==> config.mk <==
export PLATFORM = sky130hd
export DESIGN_NAME = mem_arbiter
export DESIGN_NICKNAME = d
export VERILOG_FILES = /design/src/rtl/core_mem_pkg.sv /design/src/rtl/arb_timeout_counter.sv /design/src/rtl/mem_arbiter.sv
export SDC_FILE = /design/constraint.sdc
export NUM_CORES = 1
export LEC_CHECK = 0
export CAP_MARGIN = 5
export CORE_UTILIZATION = 40
export DETAILED_ROUTE_END_ITERATION = 6
export PLACE_DENSITY = 0.8
export SLEW_MARGIN = 10
export SYNTH_ARGS = -nofsm -noshare
export SYNTH_HDL_FRONTEND = slang
export SYNTH_SLANG_ARGS = --single-unit
==> constraint.sdc <==
create_clock -name clk -period 7.64 [get_ports clk]
set_input_delay 2.292 -clock clk [delete_from_list [all_inputs] [get_ports clk]]
set_output_delay 2.292 -clock clk [all_outputs]
set_load 0.01 [all_outputs]
==> src/rtl/core_mem_pkg.sv <==
// Shared types and widths for the instruction/data memory arbiter.
package core_mem_pkg;

  localparam int ADDR_W = 32;
  localparam int DATA_W = 32;
  localparam int MASK_W = DATA_W / 8;

  typedef enum logic [1:0] {IDLE, BUSY, RESP} arb_state_e;

  typedef enum logic {GNT_I, GNT_D} gnt_owner_e;

endpackage

==> src/rtl/arb_timeout_counter.sv <==
// Counts BUSY cycles; expire is high during the last allowed cycle of a transaction.
module arb_timeout_counter #(
  parameter int TIMEOUT_CYCLES = 16
) (
  input  logic clk,
  input  logic rst,
  input  logic clear,
  input  logic enable,
  output logic expire
);

  localparam int CNT_W = $clog2(TIMEOUT_CYCLES + 1);
  localparam logic [CNT_W-1:0] LAST = CNT_W'(TIMEOUT_CYCLES - 1);

  logic [CNT_W-1:0] count_q;
  logic [CNT_W-1:0] count_d;

  always_comb begin
    count_d = count_q;
    if (clear) begin
      count_d = '0;
    end else if (enable && (count_q != LAST)) begin
      count_d = count_q + CNT_W'(1);
    end
  end

  always_ff @(posedge clk or posedge rst) begin
    if (rst) begin
      count_q <= '0;
    end else begin
      count_q <= count_d;
    end
  end

  assign expire = (count_q == LAST);

endmodule

==> src/rtl/mem_arbiter.sv <==
// Arbitrates instruction fetches and data accesses onto one shared memory port,
// data-first with a bounded streak so fetches cannot starve.
module mem_arbiter
  import core_mem_pkg::*;
#(
  parameter int TIMEOUT_CYCLES  = 16,
  parameter int MAX_DATA_STREAK = 4
) (
  input  logic              clk,
  input  logic              rst,
  input  logic              imem_req,
  input  logic [ADDR_W-1:0] imem_addr,
  input  logic              dmem_req,
  input  logic              dmem_we,
  input  logic [ADDR_W-1:0] dmem_addr,
  input  logic [DATA_W-1:0] dmem_wdata,
  input  logic [MASK_W-1:0] dmem_mask,
  output logic              imem_valid,
  output logic              dmem_valid,
  output logic [DATA_W-1:0] imem_rdata,
  output logic [DATA_W-1:0] dmem_rdata,
  output logic              mem_err,
  output logic              mem_req,
  output logic              mem_we,
  output logic [ADDR_W-1:0] mem_addr,
  output logic [DATA_W-1:0] mem_wdata,
  output logic [MASK_W-1:0] mem_mask,
  input  logic              mem_ack,
  input  logic [DATA_W-1:0] mem_rdata
);

  localparam int STREAK_W = $clog2(MAX_DATA_STREAK + 1);
  localparam logic [STREAK_W-1:0] STREAK_MAX = STREAK_W'(MAX_DATA_STREAK);

  arb_state_e        state_q, state_d;
  gnt_owner_e        owner_q, owner_d;
  logic              mem_req_q, mem_req_d;
  logic              mem_we_q, mem_we_d;
  logic [ADDR_W-1:0] mem_addr_q, mem_addr_d;
  logic [DATA_W-1:0] mem_wdata_q, mem_wdata_d;
  logic [MASK_W-1:0] mem_mask_q, mem_mask_d;
  logic              imem_valid_q, imem_valid_d;
  logic              dmem_valid_q, dmem_valid_d;
  logic [DATA_W-1:0] imem_rdata_q, imem_rdata_d;
  logic [DATA_W-1:0] dmem_rdata_q, dmem_rdata_d;
  logic              mem_err_q, mem_err_d;
  logic [STREAK_W-1:0] streak_q, streak_d;

  logic              timeout_expire;
  logic              finish;
  logic [DATA_W-1:0] resp_data;

  arb_timeout_counter #(
    .TIMEOUT_CYCLES(TIMEOUT_CYCLES)
  ) u_timeout (
    .clk   (clk),
    .rst   (rst),
    .clear (state_q != BUSY),
    .enable(state_q == BUSY),
    .expire(timeout_expire)
  );

  always_comb begin
    state_d      = state_q;
    owner_d      = owner_q;
    mem_req_d    = mem_req_q;
    mem_we_d     = mem_we_q;
    mem_addr_d   = mem_addr_q;
    mem_wdata_d  = mem_wdata_q;
    mem_mask_d   = mem_mask_q;
    imem_valid_d = 1'b0;
    dmem_valid_d = 1'b0;
    imem_rdata_d = imem_rdata_q;
    dmem_rdata_d = dmem_rdata_q;
    mem_err_d    = mem_err_q;
    streak_d     = streak_q;
    finish       = 1'b0;
    resp_data    = '0;

    unique case (state_q)
      IDLE: begin
        if (!imem_req) begin
          streak_d = '0;
        end
        // A full streak hands the next slot to the waiting fetch.
        if (dmem_req && !(imem_req && (streak_q == STREAK_MAX))) begin
          owner_d     = GNT_D;
          mem_req_d   = 1'b1;
          mem_we_d    = dmem_we;
          mem_addr_d  = dmem_addr;
          mem_wdata_d = dmem_wdata;
          mem_mask_d  = dmem_mask;
          state_d     = BUSY;
          if (imem_req && (streak_q != STREAK_MAX)) begin
            streak_d = streak_q + STREAK_W'(1);
          end
        end else if (imem_req) begin
          owner_d     = GNT_I;
          mem_req_d   = 1'b1;
          mem_we_d    = 1'b0;
          mem_addr_d  = imem_addr;
          mem_wdata_d = '0;
          mem_mask_d  = '1;
          state_d     = BUSY;
          streak_d    = '0;
        end
      end

      BUSY: begin
        if (mem_ack) begin
          finish    = 1'b1;
          resp_data = mem_we_q ? '0 : mem_rdata;
          mem_err_d = 1'b0;
        end else if (timeout_expire) begin
          finish    = 1'b1;
          resp_data = '0;
          mem_err_d = 1'b1;
        end
        if (finish) begin
          mem_req_d = 1'b0;
          state_d   = RESP;
          if (owner_q == GNT_I) begin
            imem_valid_d = 1'b1;
            imem_rdata_d = resp_data;
          end else begin
            dmem_valid_d = 1'b1;
            dmem_rdata_d = resp_data;
          end
        end
      end

      RESP: begin
        state_d = IDLE;
      end

      default: begin
        state_d   = IDLE;
        mem_req_d = 1'b0;
      end
    endcase
  end

  always_ff @(posedge clk or posedge rst) begin
    if (rst) begin
      state_q      <= IDLE;
      owner_q      <= GNT_I;
      mem_req_q    <= 1'b0;
      mem_we_q     <= 1'b0;
      mem_addr_q   <= '0;
      mem_wdata_q  <= '0;
      mem_mask_q   <= '0;
      imem_valid_q <= 1'b0;
      dmem_valid_q <= 1'b0;
      imem_rdata_q <= '0;
      dmem_rdata_q <= '0;
      mem_err_q    <= 1'b0;
      streak_q     <= '0;
    end else begin
      state_q      <= state_d;
      owner_q      <= owner_d;
      mem_req_q    <= mem_req_d;
      mem_we_q     <= mem_we_d;
      mem_addr_q   <= mem_addr_d;
      mem_wdata_q  <= mem_wdata_d;
      mem_mask_q   <= mem_mask_d;
      imem_valid_q <= imem_valid_d;
      dmem_valid_q <= dmem_valid_d;
      imem_rdata_q <= imem_rdata_d;
      dmem_rdata_q <= dmem_rdata_d;
      mem_err_q    <= mem_err_d;
      streak_q     <= streak_d;
    end
  end

  assign mem_req    = mem_req_q;
  assign mem_we     = mem_we_q;
  assign mem_addr   = mem_addr_q;
  assign mem_wdata  = mem_wdata_q;
  assign mem_mask   = mem_mask_q;
  assign imem_valid = imem_valid_q;
  assign dmem_valid = dmem_valid_q;
  assign imem_rdata = imem_rdata_q;
  assign dmem_rdata = dmem_rdata_q;
  assign mem_err    = mem_err_q;

endmodule

==> flow_summary_export.csv <==
group,metric,value,unit
drt,avgRoutedWirePerCell,17.58,microns
sta,hold-worst-slack,477.0,ps
clock_network,cts_buffers,17,
sta,period_minus_slack,4567,ps
sta,fmax,219.0,MHz
die,ios,275,
status,status,"complete, no violations",
place,routabilityCongestion,0.8847,
synth,synth_cells,511,
cells_and_area,fin_cells,993,
setup_path,start_kind,"primary input",
cells_and_area,final_cell_area,0.009853,sq mm
drt,finalWirelength,17460,microns
die,rows,46,
sta,clock_skew,9.450,ps
synth,synth_edf_count,0,
synth,synth.avg_cell_area,12.61,sq um
setup_path,cpPeakStageDelay,630,ps
synth,synth_top_family_by_area,"multiplexers",
drt,drtIter0Drc,333,
setup_path,end_kind,"flip-flop",
synth,synth_compound_area_frac,0.1041,
place,hpwl,12210,microns
synth,async_reset_ff_frac,1.000,
setup_path,path_delay_family,"buffers and inverters",
synth,syn_area,0.006442,sq mm
setup_path,path_buf_inv,3,
global_route,grt_pass1_vias,5303,
synth,yosys-top-cells-area,"dfrtp_1, mux2_4, mux2_2",
cells_and_area,area.growth.synth_to_final,52.94,%
synth,synth_fp_nets,653,
drt,num_vias,5165,
drt,ant_nets,0,
setup_path,worstPathRequired,7880,ps
clock_network,cts_tree,"built",
setup_path,critPathCapture,"mem_addr[14]",
clock_network,cts_setup_buffers,0,
sta,worst_pin_slew,1157,ps
die,core_area,0.01583,sq mm
global_route,overflow,0,
drt,drc_errors,0,
sta,maxSlewHeadroom,0.2269,
global_route,track_usage,0.2162,
setup_path,critical_path_class,"primary input to flip-flop",
synth,yosysTopAreaCell,"dfrtp_1",
sta,fin_crit_sh,0.5977,
cells_and_area,final_util,0.6225,
die,start_util,0.4070,
sta,drv_slew,0,
synth,synth_xor_area_frac,0.004078,
setup_path,cp_max_fo,38,
place,place_inst,961,
clock_network,cts-root-buf,"clkbuf_16",
global_route,grt_max_degree,94,
clock_network,clk_latency,420,ps
setup_path,reg2reg_depth,5,
setup_path,cp_common_cell,"buf_4",
sta,setup_viol,0,
setup_path,crit_cells,6,
job,maxCapViolCount,0,
global_route,antenna_found_initial,0,
clock_network,clock_path_buffers,2,
synth,netlist_top_cells_count,"dfrtp_1, inv_1, mux2_2, nand3_1, and2_1",
drt,viasPerCell,5.201,
place,dpl_cell_area,0.009235,sq mm
sta,rsz0062_at_grt,"false",
setup_path,r2r-end,"mem_addr[14]",
setup_path,startpoint,"dmem_req",
clock_network,htreeDepth,4,
setup_path,crit_chain,"clkdlybuf4s50_1 -> buf_4 -> or2_1 -> buf_4 -> and2_2 -> o221ai_1",
synth,yosysUniqueCellTypes,37,
cells_and_area,nNetsFinal,906,
cells_and_area,drive_gt1_frac,0.1416,
cells_and_area,multi_input_area,0.002341,sq mm
synth,synth.mux.area_fraction,0.1303,
synth,synth_fa_ha_area_frac,0.007768,
sta,finalHoldViolations,0,
drt,drtPass1Iterations,4,
die,chipHeight,128.9,microns
pwr,ir_worst_vdd,193.4,uV
synth,synth_flop_cell,"dfrtp_1",
pwr,pwr_density_cell,398.3,mW/mm^2
cells_and_area,fill_cells,1210,
synth,synthMostInstantiatedCell,"dfrtp_1",
worst_hold_path,worstHoldPathType,"flip-flop to flip-flop",
clock_network,cts_hold_buf,0,
synth,synth-seq-area-share,0.5749,
setup_path,rrSetupSlack,5020,ps
cells_and_area,antenna_cells,0,
cells_and_area,area.sequential,0.003704,sq mm
synth,synthSimpleGateAreaFrac,0.1144,
setup_path,r2r_start,"streak_q[0]",
worst_hold_path,hp-start,"mem_req",
global_route,grt_pass1_wl,27320,microns
sta,tns,0,ps
synth,synth_warnings,0,
setup_path,worst_path_max_delay_cell,"and2_2",
pwr,p_leak,4.275,nW
clock_network,cts.sink_count,148,
clock_network,cts.repair.resized,0,
place,io_buffer_count,274,
die,die_w,128.9,microns
clock_network,clk_pin_slew_worst_paths,70,ps
die,die-area,0.01662,sq mm
synth,synth_top_area_frac,0.5749,
synth,synth-seq-cells,148,
setup_path,cp.arrival,4810,ps
## layer usage
layer,wire [microns],global-route usage
met5,0,0
met4,494,0.1017
met3,1204,0.05863
met2,8792,0.3736
met1,6970,0.2495
## final cells by class
type                            instances  share of cell area
Sequential cell                       148              0.3759
Timing Repair Buffer                  279              0.2822
Multi-Input combinational cell        280              0.2376
Clock buffer                           20             0.04737
Tap cell                              216             0.02743
Inverter                               38             0.01498
Clock inverter                         12             0.01460
## sequential cells by signal, summed over array words and instances, names as in the netlist
register	flops
dmem_rdata	32
dmem_valid	1
imem_rdata	32
imem_valid	1
mem_addr	32
mem_err	1
mem_mask	4
mem_req	1
mem_wdata	32
mem_we	1
owner_q	1
state_q	2
streak_q	3
u_timeout.count_q	5
## cells in the final DEF (no fill, tap or decap), drive strengths merged, types with 4 or more instances in the layout
master         synthesis  final
clkdlybuf4s50          0    274
dfrtp                148    148
mux2                  64     64
inv                   38     41
nand3                 35     35
and2                  34     34
a22o                  33     33
nand4                 32     32
o221ai                32     32
clkbuf                21     20
nor2                   9      9
nand2                  6      6
buf                   24      5
o22a                   4      4
ha                     4      4
clkinv                 0      4
## how the worst min path moves through the flow
stage                                 to  slack (ps)  cells past startpoint
finish                           mem_req         480                      2
global route                mem_wdata[5]         520                      1
CTS                              mem_req         490                      2
detailed placement               mem_req         470                      2
global placement                 mem_req         460                      2
floorplan           u_timeout.count_q[4]         480                      2
## worst reg2reg max path, delay by kind of cell (launching register included)
family / cells / cell delay [ps]
adders and majority gates: 1 / 220
DFF: 1 / 400
buffers and inverters: 1 / 60
and+or+nand+nor: 2 / 1510
AOI/OAI and AO/OA: 1 / 260
## stage by stage
| stage | total power, W | setup WS, ps |
|---|---|---|
| after CTS | 0.003959 | 2747 |
| after global placement | 0.003025 | 2467 |
| final | 0.003925 | 3073 |
| after floorplan | 0.002190 | 1368 |
| after global routing | 0.004143 | 2969 |
| after detailed placement | 0.003095 | 2307 |
## logic make-up after synthesis
group / Yosys count
muxes: 65
DFF: 148
buffers and inverters: 83
and+or+nand+nor: 128
adders and majority gates: 4
xor gates and xnor gates: 3
AOI/OAI and AO/OA: 80
## where the power goes
group	internal, W	switching, W
combinational	0.00101	0.000711
sequential	0.00114	0.000225
clock	0.000512	0.000333
total	0.00266	0.00127
Note: power is estimated with default switching activity, not from simulation.
